$ cat src/rtl/speck_hash_engine_if.sv
// Handshake and operand bundle between a hash requester and speck_hash_engine.
interface speck_hash_engine_if #(
  parameter int unsigned W     = 64,
  parameter int unsigned OUT_W = 4
) ();
  logic             start;
  logic [W-1:0]     x_in;
  logic [W-1:0]     y_in;
  logic [W-1:0]     k_in;
  logic [W-1:0]     h_in;
  logic             busy;
  logic [OUT_W-1:0] dout;
  logic             dout_valid;
  logic             dout_ready;
  logic             done;

  modport master (
    output start, x_in, y_in, k_in, h_in, dout_ready,
    input  busy, dout, dout_valid, done
  );

  modport slave (
    input  start, x_in, y_in, k_in, h_in, dout_ready,
    output busy, dout, dout_valid, done
  );
endinterface

$ cat src/rtl/speck_hash_engine.sv
// SPECK-style round/compression hash with a digest streamed out in OUT_W-bit beats.
// Two-process FSM: one register bank, one next-state/output block.
module speck_hash_engine #(
  parameter int unsigned W       = 64,
  parameter int unsigned ROUNDS  = 8,
  parameter int unsigned CROUNDS = 4,
  parameter int unsigned ALPHA   = 7,
  parameter int unsigned BETA    = 2,
  parameter int unsigned OUT_W   = 4,
  parameter int unsigned ROT     = 1
) (
  input logic               clk,
  input logic               reset,
  speck_hash_engine_if.slave bus
);

  localparam int unsigned BEATS   = W / OUT_W;
  localparam int unsigned RC_MAX  = (ROUNDS > CROUNDS) ? ROUNDS : CROUNDS;
  localparam int unsigned CNT_MAX = (RC_MAX > BEATS) ? RC_MAX : BEATS;
  localparam int unsigned CNT_W   = $clog2(CNT_MAX + 1);

  typedef enum logic [2:0] {IDLE, ROUND, MIX, COMP, STREAM} state_t;

  state_t           state, state_n;
  logic [W-1:0]     x, x_n, y, y_n, k, k_n, h, h_n;
  logic [W-1:0]     hacc, hacc_n, digest, digest_n;
  logic [CNT_W-1:0] cnt, cnt_n, beat, beat_n;
  logic             busy_q, busy_n, valid_q, valid_n, done_q, done_n;
  logic [OUT_W-1:0] dout_q, dout_n;
  logic [W-1:0]     x_rnd, y_rnd, hacc_rnd;

  // R and L: rotate when ROT is set, otherwise zero-filling shift
  function automatic logic [W-1:0] op_r(input logic [W-1:0] v);
    op_r = (ROT != 0) ? ((v >> ALPHA) | (v << (W - ALPHA))) : (v >> ALPHA);
  endfunction

  function automatic logic [W-1:0] op_l(input logic [W-1:0] v);
    op_l = (ROT != 0) ? ((v << BETA) | (v >> (W - BETA))) : (v << BETA);
  endfunction

  assign x_rnd    = (op_r(x) + y) ^ k;
  assign y_rnd    = op_l(y) ^ x_rnd;
  assign hacc_rnd = (op_r(hacc) + k) ^ op_l(hacc);

  assign bus.busy       = busy_q;
  assign bus.dout       = dout_q;
  assign bus.dout_valid = valid_q;
  assign bus.done       = done_q;

  // State and datapath registers
  always_ff @(posedge clk) begin
    if (!reset) begin
      state   <= IDLE;
      x       <= '0;
      y       <= '0;
      k       <= '0;
      h       <= '0;
      hacc    <= '0;
      digest  <= '0;
      cnt     <= '0;
      beat    <= '0;
      busy_q  <= 1'b0;
      valid_q <= 1'b0;
      done_q  <= 1'b0;
      dout_q  <= '0;
    end else begin
      state   <= state_n;
      x       <= x_n;
      y       <= y_n;
      k       <= k_n;
      h       <= h_n;
      hacc    <= hacc_n;
      digest  <= digest_n;
      cnt     <= cnt_n;
      beat    <= beat_n;
      busy_q  <= busy_n;
      valid_q <= valid_n;
      done_q  <= done_n;
      dout_q  <= dout_n;
    end
  end

  // Next-state and registered-output logic
  always_comb begin
    state_n  = state;
    x_n      = x;
    y_n      = y;
    k_n      = k;
    h_n      = h;
    hacc_n   = hacc;
    digest_n = digest;
    cnt_n    = cnt;
    beat_n   = beat;
    busy_n   = busy_q;
    valid_n  = valid_q;
    done_n   = 1'b0;
    dout_n   = dout_q;

    case (state)
      IDLE: begin
        if (bus.start) begin
          x_n     = bus.x_in;
          y_n     = bus.y_in;
          k_n     = bus.k_in;
          h_n     = bus.h_in;
          cnt_n   = '0;
          busy_n  = 1'b1;
          state_n = ROUND;
        end
      end
      ROUND: begin
        x_n = x_rnd;
        y_n = y_rnd;
        if (cnt == CNT_W'(ROUNDS - 1)) begin
          cnt_n   = '0;
          state_n = MIX;
        end else begin
          cnt_n = cnt + CNT_W'(1);
        end
      end
      MIX: begin
        hacc_n  = x ^ y ^ h;
        cnt_n   = '0;
        state_n = COMP;
      end
      COMP: begin
        // The cycle after the last compression round publishes the digest
        if (cnt == CNT_W'(CROUNDS)) begin
          digest_n = hacc;
          beat_n   = '0;
          dout_n   = hacc[OUT_W-1:0];
          valid_n  = 1'b1;
          state_n  = STREAM;
        end else begin
          hacc_n = hacc_rnd;
          cnt_n  = cnt + CNT_W'(1);
        end
      end
      STREAM: begin
        if (bus.dout_ready) begin
          if (beat == CNT_W'(BEATS - 1)) begin
            valid_n = 1'b0;
            busy_n  = 1'b0;
            done_n  = 1'b1;
            state_n = IDLE;
          end else begin
            beat_n = beat + CNT_W'(1);
            dout_n = OUT_W'(digest >> (OUT_W * (32'(beat) + 32'd1)));
          end
        end
      end
      default: state_n = IDLE;
    endcase
  end

endmodule
$ cat src/flat_wrapper.sv
// flat-port wrapper written by rule: the top's interface ports become plain ports
module speck_hash_engine_flat 
#(
  parameter int unsigned W       = 64,
  parameter int unsigned ROUNDS  = 8,
  parameter int unsigned CROUNDS = 4,
  parameter int unsigned ALPHA   = 7,
  parameter int unsigned BETA    = 2,
  parameter int unsigned OUT_W   = 4,
  parameter int unsigned ROT     = 1
)
  (clk, reset, bus_start, bus_x_in, bus_y_in, bus_k_in, bus_h_in, bus_dout_ready, bus_busy, bus_dout, bus_dout_valid, bus_done);
  speck_hash_engine_if #(.W(W), .OUT_W(OUT_W)) bus_i ();
  input logic clk;
  input logic reset;
  input wire logic [$bits(bus_i.start)-1:0] bus_start;
  input wire logic [$bits(bus_i.x_in)-1:0] bus_x_in;
  input wire logic [$bits(bus_i.y_in)-1:0] bus_y_in;
  input wire logic [$bits(bus_i.k_in)-1:0] bus_k_in;
  input wire logic [$bits(bus_i.h_in)-1:0] bus_h_in;
  input wire logic [$bits(bus_i.dout_ready)-1:0] bus_dout_ready;
  output wire logic [$bits(bus_i.busy)-1:0] bus_busy;
  output wire logic [$bits(bus_i.dout)-1:0] bus_dout;
  output wire logic [$bits(bus_i.dout_valid)-1:0] bus_dout_valid;
  output wire logic [$bits(bus_i.done)-1:0] bus_done;
  assign bus_i.start = bus_start;
  assign bus_i.x_in = bus_x_in;
  assign bus_i.y_in = bus_y_in;
  assign bus_i.k_in = bus_k_in;
  assign bus_i.h_in = bus_h_in;
  assign bus_i.dout_ready = bus_dout_ready;
  assign bus_busy = bus_i.busy;
  assign bus_dout = bus_i.dout;
  assign bus_dout_valid = bus_i.dout_valid;
  assign bus_done = bus_i.done;
  speck_hash_engine #(.W(W), .ROUNDS(ROUNDS), .CROUNDS(CROUNDS), .ALPHA(ALPHA), .BETA(BETA), .OUT_W(OUT_W), .ROT(ROT)) u_core (.clk(clk), .reset(reset), .bus(bus_i));
endmodule
$ cat config.mk
export PLATFORM = sky130hd
export DESIGN_NAME = speck_hash_engine_flat
export DESIGN_NICKNAME = d
export VERILOG_FILES = /design/src/rtl/speck_hash_engine_if.sv /design/src/rtl/speck_hash_engine.sv /design/src/flat_wrapper.sv
export SDC_FILE = /design/constraint.sdc
export NUM_CORES = 1
export LEC_CHECK = 0
export ABC_AREA = 1
export CAP_MARGIN = 20
export CORE_UTILIZATION = 30
export DETAILED_ROUTE_END_ITERATION = 6
export PLACE_DENSITY = 0.56
export SLEW_MARGIN = 15
export SYNTH_ARGS = -nofsm -noshare
export SYNTH_HDL_FRONTEND = slang
export SYNTH_SLANG_ARGS = --single-unit
export TNS_END_PERCENT = 1
$ cat constraint.sdc
create_clock -name clk -period 2.44 [get_ports clk]
set_input_delay 0.488 -clock clk [delete_from_list [all_inputs] [get_ports clk]]
set_output_delay 0.488 -clock clk [all_outputs]
set_load 0.01 [all_outputs]
======== After elaboration in Yosys (flattened, before gate mapping) ========
Cells that the tools add are included.
cells by class
  add/subtract/negate cells ............... 5
  equality and inequality tests ........... 14
  shift operators ......................... 1
  muxes and demuxes ....................... 31
  bitwise operators ....................... 9
  reduce and logical (&&, ||, !) cells .... 16
operator list
  operator                                       number
  case mux 64 bit (2 select lines)               3
  XOR 64 bit                                     5
  2-to-1 mux 64 bit                              3
  adder 64 bit                                   2
  bitwise OR 57 x 64 -> 64 bit                   2
  bitwise OR 64 x 2 -> 64 bit                    2
  >> shifter 64 x 32 -> 4 bit                    1
  2-to-1 mux 5 bit                               6
  case mux 5 bit (4 select lines)                1
  2-to-1 mux 3 bit                               5
  case mux 3 bit (5 select lines)                1
  2-to-1 mux 4 bit                               3
  AND reduction 4 bit                            3
  adder 5 x 1 -> 5 bit, second input constant    2
  == test 5 x 3 -> 1 bit, second input constant  2
  case mux 5 bit (2 select lines)                1
  != test 2 bit, second input constant           4
  case mux 4 bit (2 select lines)                1
  AND reduction 2 bit                            4
  nonzero test 2 bit                             4
  adder 5 x 1 -> 6 bit, second input constant    1
  == test 3 x 2 -> 1 bit, second input constant  2
  != test 2 x 1 -> 1 bit, second input constant  3
  AND reduction 3 bit                            2
  8 further kinds                                13
word-level totals
  bits in registers ....................... 404
  input bits .............................. 260
  output and inout port bits .............. 7

======== Depth between registers and ports, before layout ========
Gate-level depths: netlist of run 1.
  word-level depth ........................ 5
  mapped depth ............................ 18
  mapped depth without buffers ............ 18

======== Least setup slack after synthesis of run 1 ========
No wires, ideal clock.
  kind .................................... register to register
  start ................................... reg u_core.y[0]
  end ..................................... reg u_core.y[16]
  library setup time ...................... 70 ps
  arrival ................................. 2147 ps
  required time ........................... 2370 ps
  path slack .............................. 223 ps
  stages on the path, launching flop included .. 17
  path buffers ............................ 0
  clock period less this slack ............ 2217 ps
  path through ............................ dfxtp_1 > ha_1 > inv_1 > fa_1 > inv_1 > nand3_1 > nand2_1 > nand2_1 > nand2_1 > nand2_1 > nand2_1 > xnor2_1 > xor2_1 > inv_1 > nand2_1 > nand3_1 > a21oi_1
between the ends
  longest elaborated chain between the ends .. 4
RTL lines
  item                              RTL line                 text
  start: declaration                speck_hash_engine.sv:25  logic [W-1:0] x, x_n, y, y_n, k, k_n, h, h_n;
  start signal: assignment          speck_hash_engine.sv:69  y <= y_n;
  adder 64 bit                      speck_hash_engine.sv:41  assign x_rnd = (op_r(x) + y) ^ k;
  XOR 64 bit                        speck_hash_engine.sv:41
  XOR 64 bit                        speck_hash_engine.sv:42  assign y_rnd = op_l(y) ^ x_rnd;
  case mux 64 bit (2 select lines)  speck_hash_engine.sv:99  case (state)
Every way passes these cells.
A chain may end at the register's enable or synchronous reset.

======== Worst setup path in the final report of run 1 ========
  start ................................... reg u_core.k[16]
  end ..................................... reg u_core.hacc[51]
between the ends
  longest elaborated chain between the ends .. 4
RTL lines
  item                              RTL line                  text
  start: declaration                speck_hash_engine.sv:25
  start signal: assignment          speck_hash_engine.sv:70   k <= k_n;
  adder 64 bit                      speck_hash_engine.sv:43   assign hacc_rnd = (op_r(hacc) + k) ^ op_l(hacc);
  XOR 64 bit                        speck_hash_engine.sv:43
  2-to-1 mux 64 bit                 speck_hash_engine.sv:128  if (cnt == CNT_W'(CROUNDS)) begin
  case mux 64 bit (2 select lines)  speck_hash_engine.sv:99
  end signal: assignment            speck_hash_engine.sv:72   hacc <= hacc_n;
  end: declaration                  speck_hash_engine.sv:26   logic [W-1:0] hacc, hacc_n, digest, digest_n;
Every way passes these cells. The select of a mux whose other input is x is not followed.

==> results of run 1 <==
-- path summary, 6_finish.rpt --
kind | startpoint | to | slack, ps | cells past startpoint
worst max-delay path | u_core.k[16]$_SDFFE_PN0P_ | u_core.hacc[51]$_SDFFE_PN0P_ | 30 | 11
worst max register to register | u_core.k[16]$_SDFFE_PN0P_ | u_core.hacc[51]$_SDFFE_PN0P_ | 30 | 11
worst min register to register | u_core.digest[7]$_SDFFE_PN0P_ | u_core.digest[7]$_SDFFE_PN0P_ | 450 | 2
worst min-delay path | reset | u_core.x[62]$_SDFFE_PN0P_ | 340 | 3
-- cells in the mapped netlist (23+ instances only) --
cell type and count:
nand2_1 1455, inv_1 608, a21oi_1 427, nor2_1 405, dfxtp_1 400, o21ai_0 222, nand3_1 214, xor2_1 195
ha_1 130, o21ai_1 120, clkbuf_1 106, a31oi_1 93, xnor2_1 67, buf_2 40, clkinv_1 34, inv_2 28
o221ai_1 23
-- what timing repair did --
item / CTS / global route
resized for setup: 49 / 354
endpoints found under the setup margin: 76 / 131
pin swaps: 7 / 31
buffers inserted: 1 / 6
-- worst min-delay path: stages --
cell and delay [ps]:
buf_4 230, o221ai_1 120, a21oi_1 50
-- power groups by stage --
stage / combinational, W / clock (W) / sequential [W]
2_1_floorplan: 0.0147 / 0 / 0.00982
3_3_place_gp: 0.0266 / 0 / 0.0100
3_5_place_dp: 0.0267 / 0 / 0.0100
4_1_cts: 0.0270 / 0.00797 / 0.00993
5_1_grt: 0.0313 / 0.00822 / 0.0105
6_report: 0.0287 / 0.00784 / 0.0104
-- metal layers --
| layer | track usage (%) | wire [um] | share of wire [%] | vias to the layer above |
|---|---|---|---|---|
| li1 | - | - | - | 16780 |
| met5 | 0 | 8 | 0.0058 | - |
| met2 | 43.13 | 61100 | 44 | 1011 |
| met1 | 36.98 | 62930 | 46 | 15840 |
| met3 | 2.921 | 7844 | 5.7 | 217 |
| met4 | 9.996 | 5836 | 4.2 | 2 |
-- final cells by class --
| cell class | count | area, um2 | share of cell area (%) |
|---|---|---|---|
| well taps | 1276 | 1597 | 3.915 |
| inverters | 670 | 2525 | 6.192 |
| flip-flops and latches | 400 | 8053 | 19.75 |
| clock buffers | 70 | 1395 | 3.421 |
| multi-input cells | 3572 | 19850 | 48.67 |
| clock inverters | 19 | 287.8 | 0.7057 |
| repair buffers | 818 | 7074 | 17.35 |
-- flip-flops by register name, summed over array words and instances (netlist names), 3 cells and up --
| register | count |
|---|---|
| u_core.h | 64 |
| u_core.hacc | 64 |
| u_core.k | 64 |
| u_core.x | 64 |
| u_core.y | 64 |
| u_core.digest | 60 |
| u_core.beat | 5 |
| u_core.cnt | 5 |
| u_core.bus.dout | 4 |
| u_core.state | 3 |
-- cell families after synthesis --
group,synth area share (%)
AOI/OAI and AO/OA,18.20
xor gates and xnor gates,7.860
adders and majority gates,5.668
buffers and inverters,10.88
DFF,27.23
and+or+nand+nor,30.16
-- through the flow --
stage,power (W),setup TNS (ps),std cells,util [%]
6_report,0.04695,0,6825,42.10
5_1_grt,0.04996,-1139,6825,42.10
4_1_cts,0.04488,-137.1,6819,40.49
3_5_place_dp,0.03676,-3932,6729,38.59
3_3_place_gp,0.03665,-2343,6729,38.59
2_1_floorplan,0.02450,0,4805,-
==> results by group, run 1 <==
Clocking
  • Clk_lat worst skew: 650 ps
  • CTS tree: built
  • H-tree levels: 2
  • CTS buffer count: 49
  • Clock buffer depth: 3
  • Clock sink total: 400
  • CTS root buffer: clkbuf_16
  • CTS Hold Buffers Added: 0
  • Reg clk slew, reported paths: 60 ps

STA
  • Worst-Margin Slew: roughly 890 ps
  • Slew Viols, Final: 0
  • Worst setup slack after layout: 25.26 ps
  • RSZ-0062 raised after global routing: yes
  • F_max: 414.1 MHz
  • Hold_ws: 336.2 ps
  • Final setup vio count: 0
  • Slew margin rel.: between 40% and 50%
  • Clock skew: 38.41 ps
  • Min cycle time layout: 2415 ps
  • Tcrit/Tclk final: 98.96%
  • Fin. Hold Viols: 0

Pwr
  • Comb pwr share: between 60 and 70%
  • Power share of the clock group: 16.7%
  • Power Dens Cells: about 1200 nW/um2
  • Peak VDD IR: between 0.6 and 0.7 mV
  • Leakage: 18.95 nW
  • Switching pwr: 0.02229 W
  • Sw Ratio: 47.49%
  • Pint: 0.02465 W
  • Sequential share of power: 22.1%

Global route
  • GR Overflow Total: 0
  • Largest net degree at the start of global routing: approximately 140
  • Total GRT Usage: 26.92%
  • Vias in the first global route: 32420
  • First-pass GRT wire length: 199.8 mm
  • Initial antenna violation count: 1

Floorplan
  • Die width: 315.1 um
  • Die area: 99270 um2
  • Site row count: between 100 and 150
  • Starting Density: a little under a third
  • # IOs: approximately 270
  • Core footprint: 96850 um2
  • Die extent in y: 315.1 um

Yosys
  • Ys flop type: dfxtp_1
  • Top-area cell type share of the netlist area: a little over a quarter
  • Synthesized instance count: 4805
  • Mapped Nets: 5197
  • Top cells by area, synth: dfxtp_1 27%, nand2_1 19%, inv_1 7.8%, a21oi_1 7.3%, xor2_1 5.8%
  • Number of enable flip-flop cells after synthesis: 0
  • #FFs+latches synth: 400
  • Mapped Area: 29400 um2
  • Async S/R FF share, synth: 0%
  • Yosys cell types: 52
  • Synth warn: 0
  • Seq/Total Area, Yosys: approximately 27%
  • Leading area contributor after synthesis: dfxtp_1
  • Syn Area/Cell: around 6 um2

Critical path
  • WP data arrival: 2960 ps
  • Top Family by Delay on Critical Path: simple AND/OR/NAND/NOR gates
  • Slowest library cell on the worst path: o21ai_1
  • Critical path peak fanout: 3
  • Cell mode on critical path: nand2_1
  • CP endpoint kind: register
  • CP max stage delay: 420 ps
  • CP Data Required Time: 2990 ps
  • WP buf/inv: 2
  • Worst-path cell chain: ha_1, buf_4, nand2_1, buf_4, nor2_1, nand2_1, o21ai_1, nand2_1, nand4_1, nand3_1, a21oi_1
  • Crit start category: register
  • Crit Path Class: reg2reg

Hold path
  • Worst hold path class: in2reg

Finish
  • Area grow syn2layout: 38.68%
  • Commonest cells after routing, fill and taps aside: 1376 x nand2_1, 606 x inv_1, 530 x buf_4, 381 x a21oi_1, 364 x dfxtp_1
  • Commonest non-fill, non-tap cell in the layout: nand2_1
  • Fin area: 40780 um2
  • Share of layout cells above drive strength 1: 18.85%
  • N_diodes: 0
  • Fin nets: around 6000
  • Layout fillers: 10260

Route
  • Routed vias/inst: 4.959
  • Antenna-violating nets left: 0
  • TritonRoute pass-1 iters: 7
  • Vias: 33850
  • Routed wire length: 137.7 mm
  • DRC: 8
  • Initial DRC Count: 2975
  • WL per Instance: 20.18 um

Place
  • GPL Wtd Cong: 0.9877
  • Post-DP HPWL: 112.1 mm
  • I/O Buffers: 266
  • Post-DP Area: 37370 um2
  • Placement Setup Slack: -194.8 ps

Run
  • Max_cap viols: 0

Status
  • Violated checks: DRC
  • Status: finished with violations
Power figures use the tool's default switching activity.
==> inputs of run 2 (changes only) <==
clock period = 2.3 ns   (was 2.44 ns; I/O delays follow)
==> results by group, run 2 (synthesis gave the netlist of run 1 again) <==
STA
  • Tcrit/Tclk final: 102.6% (was 98.96%)
  • Fin. Hold Viols: 0 (unchanged)
  • Slew Viols, Final: 0 (unchanged)
  • Slew margin rel.: 45.50% (was 40.61%)
  • F_max: 423.6 MHz (was 414.1 MHz)
  • Min cycle time layout: 2361 ps (was 2415 ps)
  • Worst setup slack after layout: -60.82 ps (was 25.26 ps)
  • RSZ-0062 raised after global routing: yes (unchanged)
  • Clock skew: 22.71 ps (was 38.41 ps)
  • Final setup vio count: 16 (was 0)
  • Worst-Margin Slew: 811.6 ps (was 890.8 ps)
  • Final TNS setup: -338.5 ps (was 0 ps)

Floorplan
  • Die area: 99270 um2 (unchanged)
  • Die extent in y: 315.1 um (unchanged)
  • Die width: 315.1 um (unchanged)
  • Core footprint: 96850 um2 (unchanged)
  • Starting Density: 30.36% (unchanged)
  • # IOs: 267 (unchanged)
  • Site row count: 114 (unchanged)

Critical path
  • CP endpoint kind: register (unchanged)
  • R2R Path End: u_core.y[16]$_SDFFE_PN0P_ (was u_core.hacc[51]$_SDFFE_PN0P_)
  • WP data arrival: 2920 ps (was 2960 ps)
  • End of the critical path: u_core.y[16]$_SDFFE_PN0P_ (was u_core.hacc[51]$_SDFFE_PN0P_)
  • R2R Path Start: u_core.x[7]$_SDFFE_PN0P_ (was u_core.k[16]$_SDFFE_PN0P_)
  • Reg2Reg Setup Slack: -60 ps (was 30 ps)
  • Critical Path Source: u_core.x[7]$_SDFFE_PN0P_ (was u_core.k[16]$_SDFFE_PN0P_)
  • CP Data Required Time: 2860 ps (was 2990 ps)
  • Crit start category: register (unchanged)
  • Crit Path Class: reg2reg (unchanged)
  • R2R cell count: 17 (was 11)
  • Critical path peak fanout: 4 (was 3)

Clocking
  • H-tree levels: 2 (unchanged)
  • Clock sink total: 400 (unchanged)
  • Clock buffer depth: 3 (unchanged)
  • CTS Hold Buffers Added: 0 (unchanged)
  • Reg clk slew, reported paths: 60 ps (about the same)
  • Clk_lat worst skew: 630 ps (was 650 ps)
  • CTS root buffer: clkbuf_16 (unchanged)
  • CTS buffer count: 51 (was 49)
  • CTS tree: built (unchanged)

Pwr
  • Power after layout: 0.05267 W (was 0.04695 W)
  • Power Dens Cells: 1207 nW/um2 (was 1151 nW/um2)
  • Leakage: 20.37 nW (was 18.95 nW)
  • Peak VDD IR: 0.5359 mV (was 0.6687 mV)

Global route
  • First-pass GRT wire length: 209.5 mm (was 199.8 mm)
  • GR Overflow Total: 0 (unchanged)
  • Initial antenna violation count: 2 (was 1)
  • Total GRT Usage: 28.49% (was 26.92%)
  • Largest net degree at the start of global routing: 76 (was 136)
  • Vias in the first global route: 33250 (was 32420)

Route
  • Routed vias/inst: 4.941 (was 4.959)
  • TritonRoute pass-1 iters: 7 (unchanged)
  • Initial DRC Count: 2726 (was 2975)
  • Antenna-violating nets left: 0 (unchanged)
  • Routed wire length: 145.4 mm (was 137.7 mm)
  • Vias: 34860 (was 33850)
  • DRC: 16 (was 8)
  • WL per Instance: 20.60 um (was 20.18 um)

Finish
  • Fin nets: 6128 (was 5903)
  • Share of layout cells above drive strength 1: 25.67% (was 18.85%)
  • Final core utilization: 45.06% (was 42.10%)
  • Commonest non-fill, non-tap cell in the layout: nand2_1 (unchanged)
  • Area grow syn2layout: 48.41% (was 38.68%)
  • Commonest cells after routing, fill and taps aside: 1327 x nand2_1, 742 x buf_4, 595 x inv_1, 343 x a21oi_1, 336 x dfxtp_1 (was 1376 x nand2_1, 606 x inv_1, 530 x buf_4, 381 x a21oi_1, 364 x dfxtp_1)

Hold path
  • Hold Crit Depth: 3 (unchanged)
  • Worst hold path class: in2reg (unchanged)

Status
  • Status: finished with violations (unchanged)
  • Violated checks: DRC, setup timing (was DRC)

Run
  • Max_cap viols: 0 (unchanged)

Place
  • I/O Buffers: 266 (unchanged)
  • GPL Wtd Cong: 0.9921 (was 0.9877)
  • Post-DP HPWL: 119.1 mm (was 112.1 mm)
## run 2: routing by layer
layer | share of wire, % | vias up | global-route usage [%]
met3 | 6.0 | 215 | 3.375
met2 | 45 | 987 | 45.80
li1 | - | 17270 | -
met1 | 45 | 16380 | 39.37
met4 | 3.8 | 2 | 9.124
met5 | 0.0055 | - | 0
## run 2: how the worst min path moves through the flow
stage / startpoint / to
after floorplan: u_core.digest[45]$_SDFFE_PN0P_ / u_core.digest[45]$_SDFFE_PN0P_
after global placement: u_core.digest[17]$_SDFFE_PN0P_ / u_core.digest[17]$_SDFFE_PN0P_
after detailed placement: u_core.digest[7]$_SDFFE_PN0P_ / u_core.digest[7]$_SDFFE_PN0P_
after CTS: bus_h_in[1] / u_core.h[1]$_SDFFE_PN0P_
after global routing: bus_k_in[35] / u_core.k[35]$_SDFFE_PN0P_
final: bus_h_in[1] / u_core.h[1]$_SDFFE_PN0P_
## run 2: critical path: stages (launching register included)
cell     delay, ps
dfxtp_2        360
ha_4           150
inv_2           40
fa_2           420
inv_2           70
nand3_2         80
nand2_4        120
nand2_4         60
nand2_4         90
nand2_2         70
nand2_4         80
buf_6          100
xnor2_2        100
xor2_1         230
inv_1           80
nand2_1         60
nand3_1         60
a21oi_1        130
## run 2: layout make-up
| cell class | instances | area, um2 |
|---|---|---|
| antenna | 1 | 2.502 |
| clock inverter | 22 | 231.5 |
| inverter | 670 | 2527 |
| multi-input combinational | 3572 | 20840 |
| sequential | 400 | 8090 |
| fill | 10120 | 53210 |
| tap | 1276 | 1597 |
| timing repair buffer | 1041 | 8877 |
| clock buffer | 73 | 1470 |
## run 2: power breakdown
group	internal, W	total [W]	switching, W
clock network	0.00480	0.00831	0.00350
registers	0.00889	0.0110	0.00213
logic	0.0143	0.0333	0.0190
## run 2: timing repair
item / 4_1_cts / 5_1_grt
setup buffers: 6 / 10
resized for setup: 224 / 424
pin swaps: 24 / 69
setup endpoints to repair: 136 / 159
## run 2: through the flow
step	setup WS [ps]	hold slack, ps	std cells	area, um2
after global routing	-164.3	378.9	7054	43630
final	-60.82	388.0	7055	43640
after detailed placement	-376.2	447.5	6943	39090
after floorplan	82.79	429.4	4805	29400
after CTS	-52.41	355.7	7044	41850
after global placement	-312.7	440.2	6943	39090
